[src/rtl/doppler_spi_pkg.sv]
// Shared definitions for the doppler SPI link: FSM state encodings,
// SPI mode constants and clock-divider defaults for the 48 MHz HFOSC.
package doppler_spi_pkg;

  // Transfer sequencing: IDLE -> SETUP -> XFER -> HOLD -> GAP -> IDLE
  typedef enum logic [2:0] {
    ST_IDLE  = 3'd0,
    ST_SETUP = 3'd1,
    ST_XFER  = 3'd2,
    ST_HOLD  = 3'd3,
    ST_GAP   = 3'd4
  } spi_state_e;

  // SPI mode 0: SCK idles low, data sampled on the rising edge
  localparam logic SPI_CPOL = 1'b0;
  localparam logic SPI_CPHA = 1'b0;

  // 48 MHz / (2 * 12) = 2 MHz SCK
  localparam int DEFAULT_CLK_DIV = 12;
  localparam int DEFAULT_WORD_W  = 16;
  localparam int DEFAULT_CS_GAP  = 4;

endpackage

[src/rtl/spi_sync2.sv]
// Two-flop synchroniser for a single asynchronous input, flops reset to 0.
module spi_sync2 (
  input  logic clk,
  input  logic rst,
  input  logic d_in,
  output logic q_out
);

  logic meta_q, meta_d;
  logic sync_q, sync_d;

  // next-state of the synchroniser chain
  always_comb begin
    meta_d = d_in;
    sync_d = meta_q;
  end

  // chain registers with synchronous reset
  always_ff @(posedge clk) begin
    if (rst) begin
      meta_q <= 1'b0;
      sync_q <= 1'b0;
    end else begin
      meta_q <= meta_d;
      sync_q <= sync_d;
    end
  end

  assign q_out = sync_q;

endmodule

[src/rtl/spi_master_tx.sv]
// SPI initiator, mode 0, MSB first. One word per valid/ready handshake;
// the received word is presented with a 1-cycle rx_valid strobe when
// chip select is released.
// Optional macro SPI_MASTER_BURST_EN: accept the next word in the last
// HOLD cycle and chain it without releasing chip select.
module spi_master_tx
  import doppler_spi_pkg::*;
#(
  parameter int WORD_W  = DEFAULT_WORD_W,
  parameter int CLK_DIV = DEFAULT_CLK_DIV,
  parameter int CS_GAP  = DEFAULT_CS_GAP
) (
  input  logic              clk,
  input  logic              rst,
  input  logic [WORD_W-1:0] tx_data,
  input  logic              tx_valid,
  output logic              tx_ready,
  output logic [WORD_W-1:0] rx_data,
  output logic              rx_valid,
  output logic              busy,
  output logic              spi_sck,
  output logic              spi_mosi,
  input  logic              spi_miso,
  output logic              spi_cs_n
);

  localparam int DIV_W  = $clog2(CLK_DIV);
  localparam int HALF_W = $clog2(2 * WORD_W + 1);
  localparam int GAP_W  = $clog2(CS_GAP + 1);

  localparam logic [DIV_W-1:0]  DIV_LAST  = DIV_W'(CLK_DIV - 1);
  localparam logic [HALF_W-1:0] HALF_LAST = HALF_W'(2 * WORD_W - 1);
  localparam logic [GAP_W-1:0]  GAP_LAST  = GAP_W'(CS_GAP - 1);

  spi_state_e        state_q, state_d;
  logic [DIV_W-1:0]  div_q, div_d;
  logic [HALF_W-1:0] half_q, half_d;
  logic [GAP_W-1:0]  gap_q, gap_d;
  logic [WORD_W-1:0] shift_q, shift_d;
  logic [WORD_W-1:0] rx_data_q, rx_data_d;
  logic              rx_valid_q, rx_valid_d;
  logic              sck_q, sck_d;
  logic              cs_n_q, cs_n_d;
  logic              mosi_q, mosi_d;

  logic              miso_s;
  logic [WORD_W-1:0] shift_in;
  logic              div_last;
  logic              hold_done;
  logic              burst_ready;
  logic              accept;

  spi_sync2 u_miso_sync (
    .clk   (clk),
    .rst   (rst),
    .d_in  (spi_miso),
    .q_out (miso_s)
  );

  // One shift register serves both directions: the outgoing MSB leaves at
  // each falling edge while the sampled MISO bit enters at the LSB.
  assign shift_in  = (shift_q << 1) | WORD_W'(miso_s);
  assign div_last  = (div_q == DIV_LAST);
  assign hold_done = (state_q == ST_HOLD) && div_last;

`ifdef SPI_MASTER_BURST_EN
  assign burst_ready = hold_done;
`else
  assign burst_ready = 1'b0;
`endif

  assign tx_ready = !rst && ((state_q == ST_IDLE) || burst_ready);
  assign accept   = tx_valid && tx_ready;

  // next-state and output logic for the transfer FSM
  always_comb begin
    state_d    = state_q;
    div_d      = div_q;
    half_d     = half_q;
    gap_d      = gap_q;
    shift_d    = shift_q;
    rx_data_d  = rx_data_q;
    rx_valid_d = 1'b0;
    sck_d      = sck_q;
    cs_n_d     = cs_n_q;
    mosi_d     = mosi_q;
    case (state_q)
      ST_IDLE: begin
        div_d  = '0;
        half_d = '0;
        gap_d  = '0;
        if (accept) begin
          state_d = ST_SETUP;
          shift_d = tx_data;
          cs_n_d  = 1'b0;
          mosi_d  = tx_data[WORD_W-1];
        end
      end
      ST_SETUP: begin
        if (div_last) begin
          div_d   = '0;
          half_d  = '0;
          sck_d   = ~SPI_CPOL;
          state_d = ST_XFER;
        end else begin
          div_d = div_q + DIV_W'(1);
        end
      end
      ST_XFER: begin
        if (div_last) begin
          div_d = '0;
          // leaving a high half-period: sample MISO and advance MOSI
          if (sck_q) begin
            shift_d = shift_in;
            mosi_d  = shift_in[WORD_W-1];
          end
          if (half_q == HALF_LAST) begin
            state_d = ST_HOLD;
            sck_d   = SPI_CPOL;
            mosi_d  = 1'b0;
          end else begin
            half_d = half_q + HALF_W'(1);
            sck_d  = ~sck_q;
          end
        end else begin
          div_d = div_q + DIV_W'(1);
        end
      end
      ST_HOLD: begin
        if (div_last) begin
          div_d      = '0;
          rx_data_d  = shift_q;
          rx_valid_d = 1'b1;
          if (accept) begin
            // chained word: chip select stays asserted
            state_d = ST_SETUP;
            shift_d = tx_data;
            mosi_d  = tx_data[WORD_W-1];
          end else begin
            state_d = ST_GAP;
            cs_n_d  = 1'b1;
            gap_d   = '0;
          end
        end else begin
          div_d = div_q + DIV_W'(1);
        end
      end
      ST_GAP: begin
        if (gap_q == GAP_LAST) begin
          gap_d   = '0;
          state_d = ST_IDLE;
        end else begin
          gap_d = gap_q + GAP_W'(1);
        end
      end
      default: begin
        state_d = ST_IDLE;
        cs_n_d  = 1'b1;
        sck_d   = SPI_CPOL;
        mosi_d  = 1'b0;
      end
    endcase
  end

  // state and datapath registers with synchronous reset
  always_ff @(posedge clk) begin
    if (rst) begin
      state_q    <= ST_IDLE;
      div_q      <= '0;
      half_q     <= '0;
      gap_q      <= '0;
      shift_q    <= '0;
      rx_data_q  <= '0;
      rx_valid_q <= 1'b0;
      sck_q      <= SPI_CPOL;
      cs_n_q     <= 1'b1;
      mosi_q     <= 1'b0;
    end else begin
      state_q    <= state_d;
      div_q      <= div_d;
      half_q     <= half_d;
      gap_q      <= gap_d;
      shift_q    <= shift_d;
      rx_data_q  <= rx_data_d;
      rx_valid_q <= rx_valid_d;
      sck_q      <= sck_d;
      cs_n_q     <= cs_n_d;
      mosi_q     <= mosi_d;
    end
  end

  assign rx_data  = rx_data_q;
  assign rx_valid = rx_valid_q;
  assign busy     = (state_q != ST_IDLE);
  assign spi_sck  = sck_q;
  assign spi_cs_n = cs_n_q;
  assign spi_mosi = mosi_q;

endmodule
[config.mk]
export PLATFORM = sky130hd
export DESIGN_NAME = spi_master_tx
export DESIGN_NICKNAME = d
export VERILOG_FILES = /design/src/rtl/doppler_spi_pkg.sv /design/src/rtl/spi_sync2.sv /design/src/rtl/spi_master_tx.sv
export SDC_FILE = /design/constraint.sdc
export NUM_CORES = 1
export LEC_CHECK = 0
export ABC_CLOCK_PERIOD_IN_PS = 2630
export BUFFER_PORTS_ARGS = -buffer_cell sky130_fd_sc_hd__buf_2
export CELL_PAD_IN_SITES_DETAIL_PLACEMENT = 1
export CELL_PAD_IN_SITES_GLOBAL_PLACEMENT = 1
export CORE_MARGIN = 2
export CORE_UTILIZATION = 40
export CTS_BUF_LIST = sky130_fd_sc_hd__clkbuf_8
export DETAILED_ROUTE_END_ITERATION = 6
export PLACE_DENSITY_LB_ADDON = 0.1
export SYNTH_ARGS = -nofsm -noshare
export SYNTH_HDL_FRONTEND = slang
export SYNTH_HIERARCHICAL = 1
export SYNTH_SLANG_ARGS = --single-unit
[constraint.sdc]
create_clock -name clk -period 2.63 [get_ports clk]
set_input_delay 0.789 -clock clk [delete_from_list [all_inputs] [get_ports clk]]
set_output_delay 0.789 -clock clk [all_outputs]
set_load 0.005 [all_outputs]
# After elaboration in Yosys (flattened, before gate mapping)
# Cells that the tools add are included.
[totals]
out_inout_bits = 22
word_cells = 98
ff_bits = 54
in_bits = 20
[op_classes]
n_reduce_logical = 22
eq_ne = 17
add_sub_neg = 3
n_bitwise = 6
mux = 38
[ops]
columns = ["op", "count"]
rows = [
  ["$mux 16", 4],
  ["$pmux 16 s3", 1],
  ["$mux 3", 10],
  ["$mux 6", 3],
  ["$ne 2x2->1 const B", 9],
  ["$pmux 6 s3", 1],
  ["$or 16x1->16", 1],
  ["$reduce_and 4->1", 4],
  ["$pmux 3 s5", 1],
  ["$mux 1", 12],
  ["$reduce_bool 3->1", 4],
  ["$eq 3x2->1 const B", 3],
  ["$pmux 3 s3", 1],
  ["$reduce_or 3->1", 3],
  ["$pmux 4 s2", 1],
  ["$add 6x1->6 const B", 1],
  ["$eq 6x5->1 const B", 1],
  ["$pmux 1 s3", 2],
  ["$reduce_and 3->1", 2],
  ["$reduce_and 6->1", 1],
  ["$not 1->1", 5],
  ["$add 4x1->4 const B", 1],
  ["$eq 4x4->1 const B", 1],
  ["$mux 4", 1],
  ["11 further kinds", 13],
]

# Depth between registers and ports, before layout
[depth]
depth_word = 6
mapped_depth = 6
depth_no_buf = 5

# By module
# The synthesis kept the hierarchy.
[modules_own_cells]
columns = ["module", "n_inst", "seq_area_each_um2", "cells_per_inst", "area_each_um2"]
rows = [
  ["spi_master_tx", 1, 1041.0, 283, 2541.2],
  ["spi_sync2", 1, 40.0, 4, 52.6],
]

# Worst setup path after synthesis
# OpenSTA, ideal clock, no wires.
[synth_path]
kind = "input -> output"
start = "input rst"
end = "output tx_ready"
slack_ns = 0.432
path_buffers = 2
t_required_ns = 1.841
path_stages = 3
t_arrival_ns = 1.409
path_cell_list = "clkbuf_1 > clkbuf_1 > nor2_1"
[synth_between]
elab_chain_len = 2
[synth_lines]
columns = ["item", "line", "rtl"]
rows = [
  ["start, declared", "spi_master_tx.sv:14", "input logic rst,"],
  ["$logic_not 1->1", "spi_master_tx.sv:72", "assign tx_ready = !rst && ((state_q == ST_IDLE) || burst_ready);"],
  ["$logic_and 1x1->1", "spi_master_tx.sv:72", ""],
  ["end, declared", "spi_master_tx.sv:17", "output logic tx_ready,"],
]
# Every way passes these cells.

# Final worst setup path
[layout_path]
start = "register state_q[0]"
end = "output tx_ready"
[layout_between]
elab_chain_len = 2
[layout_lines]
columns = ["item", "line", "rtl"]
rows = [
  ["start, declared", "spi_master_tx.sv:35", "spi_state_e state_q, state_d;"],
  ["start signal, assigned", "spi_master_tx.sv:179", "state_q <= state_d;"],
  ["$logic_not 3->1", "spi_master_tx.sv:72", ""],
  ["$logic_and 1x1->1", "spi_master_tx.sv:72", ""],
]
# Every way passes these cells.

==> run summary <==
Max-slew headroom = 51.5%
multi-input logic area = 0.00139 mm2
setup repair after global routing missed its margin = no
register area share after synthesis = 41.7%
FF+latch count, synth = 54
status = finished clean
total CTS buffers = 5
placed insts = 390
Sw Share = 25.8%
Post-Syn Area per Cell = 9.04 um2
GRT Total Usage = 17.6%
Synth Instances = 287
Power Total = 1.50 mW
clk_lat worst skew = 0.31 ns
drt wl/cell = 15.2 um
RePlAce Congestion = 0.783
final worst path period need = 2.31 ns
core outline area = 0.00631 mm2
Hold Buf Count CTS = 0
Setup crit end kind = primary output
vias in the first global route = 2,140
final setup violation count = 0
antenna cell count = 0
Detail Placement HPWL = 4200 um
clock tree buffer depth = 2
CTS Sinks = 54
sequential power share = 57.5%
final worst path period share = 87.9%
P_int = 1.12 mW
largest net degree at the start of global routing = 33
Worst-path clk slew = 0.10 ns
Root Driver = clkbuf_8
I/O pins = 42
DR iter-0 viols = 90
VDD IR-drop max = 233 uV
cell area after synthesis = 0.00259 mm2
Die Y = 84.5 um
Yosys cell types = 48
register area = 0.00108 mm2
CP Class = flip-flop to primary output
drt drc = 0
WP data required = 1.84 ns
CTS tree = built
Max Cap Viol = 0
Comb pwr share = 8.9%
CP Launch Type = flip-flop
Net Count, Synth = 310
DR pass1 iterations = 4
Final Hold Vio Count = 0
final net count = 343
asr flop ratio synth = 0%
Initial Util = 41.1%
H-tree depth reported by CTS = 2
Core Rows = 29
CP arrival = 1.52 ns
post-route insts no fill = 398
Leak = 1.05 nW
Tightest Pin Transition = 0.727 ns
YS warnings = 6
worst-path maximum fanout = 17
clock network power share = 33.6%
Fmax = 0.433 GHz
post-CTS setup buffers = 0
initial antenna violation count = 0
routed vias = 2,156
final wirelength = 6060 um
Main synth FF type = dfxtp_1
grt ovf = 0
PwrDens = 513 mW/mm2
EDFF count, synth = 0
Post-CTS Resized = 0
die area = 0.00714 mm2
R2R setup slack = 0.58 ns
Layout fillers = 767
antenna-violating nets left = 0
number of port buffers = 41
P_sw = 0.387 mW
setup TNS = 0 ns
first-pass GRT wire length = 10,300 um
Clock Skews = 0.00757 ns
Vias per Instance = 5.42
Worst Hold Class = flip-flop to flip-flop
Pins Over Slew Limit = 0
P&R area growth vs syn = 12.9%
layout cells sized above 1 = 24.6%
Die X = 84.5 um
==> power groups by stage <==
stage	sequential, mW	combinational, mW	clock [mW]
finish	0.864	0.134	0.505
global route	0.868	0.150	0.567
CTS	0.864	0.136	0.529
detailed placement	0.883	0.135	0
global placement	0.882	0.133	0
floorplan	0.875	0.104	0
==> state kept, by name (all words and copies together) (netlist names), 3 cells and up <==
signal / cells
gap_q: 3
state_q: 3
shift_q: 16
div_q: 4
half_q: 6
rx_data: 16
==> routing by layer <==
metal | up-vias | GRT usage (%) | share of wire (%)
li1 | 1095 | - | -
met1 | 1024 | 24.3 | 50
met2 | 31 | 28.5 | 46
met3 | 6 | 3.34 | 2.8
met4 | 0 | 4.33 | 0.96
met5 | - | 0 | 0
==> layout make-up <==
class	count	area share, %
clock buffer	6	2.82
clock inverter	2	0.556
inverter	2	0.256
multi-input combinational	209	47.4
sequential	54	36.9
tap	77	3.29
timing repair buffer	48	8.80
==> logic make-up after synthesis <==
family                   after synthesis  share of synthesized area [%]
AND/OR/NAND/NOR                      114                           23.5
AO/OA/AOI/OAI                         75                           22.0
flip-flops                            54                           41.7
buffers and inverters                 24                           4.87
multiplexers                          16                           6.17
adder cells (fa/ha/maj)                3                           1.45
XOR/XNOR                               1                          0.338
==> critical path: stages, from the launching register on <==
cell,delay [ns]
dfxtp_1,0.52
or3_1,0.48
nor2_1,0.10
buf_2,0.11
==> cells in the mapped netlist, drive strengths merged (3+ instances only) <==
library cell | instances | area (um2)
or3 | 3 | 18.8
nor3b | 3 | 22.5
nand4b | 5 | 43.8
a211oi | 21 | 228
nor2b | 3 | 18.8
nor4 | 3 | 18.8
ha | 3 | 37.5
nor3 | 3 | 20.0
nand3b | 3 | 22.5
nor2 | 23 | 103
clkbuf | 13 | 50.0
dfxtp | 54 | 1080
o21ai | 4 | 20.0
buf | 9 | 68.8
or2 | 5 | 31.3
nand2 | 40 | 150
nand3 | 10 | 50.1
mux2i | 16 | 160
nand2b | 5 | 31.3
a21oi | 33 | 165
==> per-stage QoR <==
step	utilization [%]	cell area [um2]	hold slack, ns	setup WS [ns]
floorplan	-	2590	0.414	0.432
global placement	44.8	2830	0.416	0.487
detailed placement	44.8	2830	0.428	0.434
CTS	46.4	2930	0.456	0.332
global route	46.4	2930	0.478	0.232
finish	46.4	2930	0.454	0.318
==> placed cells by master (no fill, tap or decap), types with 5 or more instances in the layout <==
| cell | Yosys | layout |
|---|---|---|
| a211oi_1 | 7 | 7 |
| a211oi_2 | 14 | 14 |
| a21oi_1 | 33 | 33 |
| buf_2 | 4 | 41 |
| buf_4 | 2 | 7 |
| clkbuf_8 | 0 | 6 |
| dfxtp_1 | 54 | 54 |
| mux2i_1 | 16 | 16 |
| nand2_1 | 40 | 40 |
| nand2b_1 | 5 | 5 |
| nand3_1 | 10 | 10 |
| nand4b_1 | 5 | 5 |
| nor2_1 | 22 | 22 |
==> path summary, 6_finish.rpt <==
kind                       from  cells past startpoint           endpoint
min reg2reg  u_miso_sync/meta_q                      1  u_miso_sync/q_out
max                  state_q[0]                      3           tx_ready
max reg2reg          state_q[0]                      5        shift_q[11]
min          u_miso_sync/meta_q                      1  u_miso_sync/q_out
Note: power is estimated with default switching activity, not from simulation.
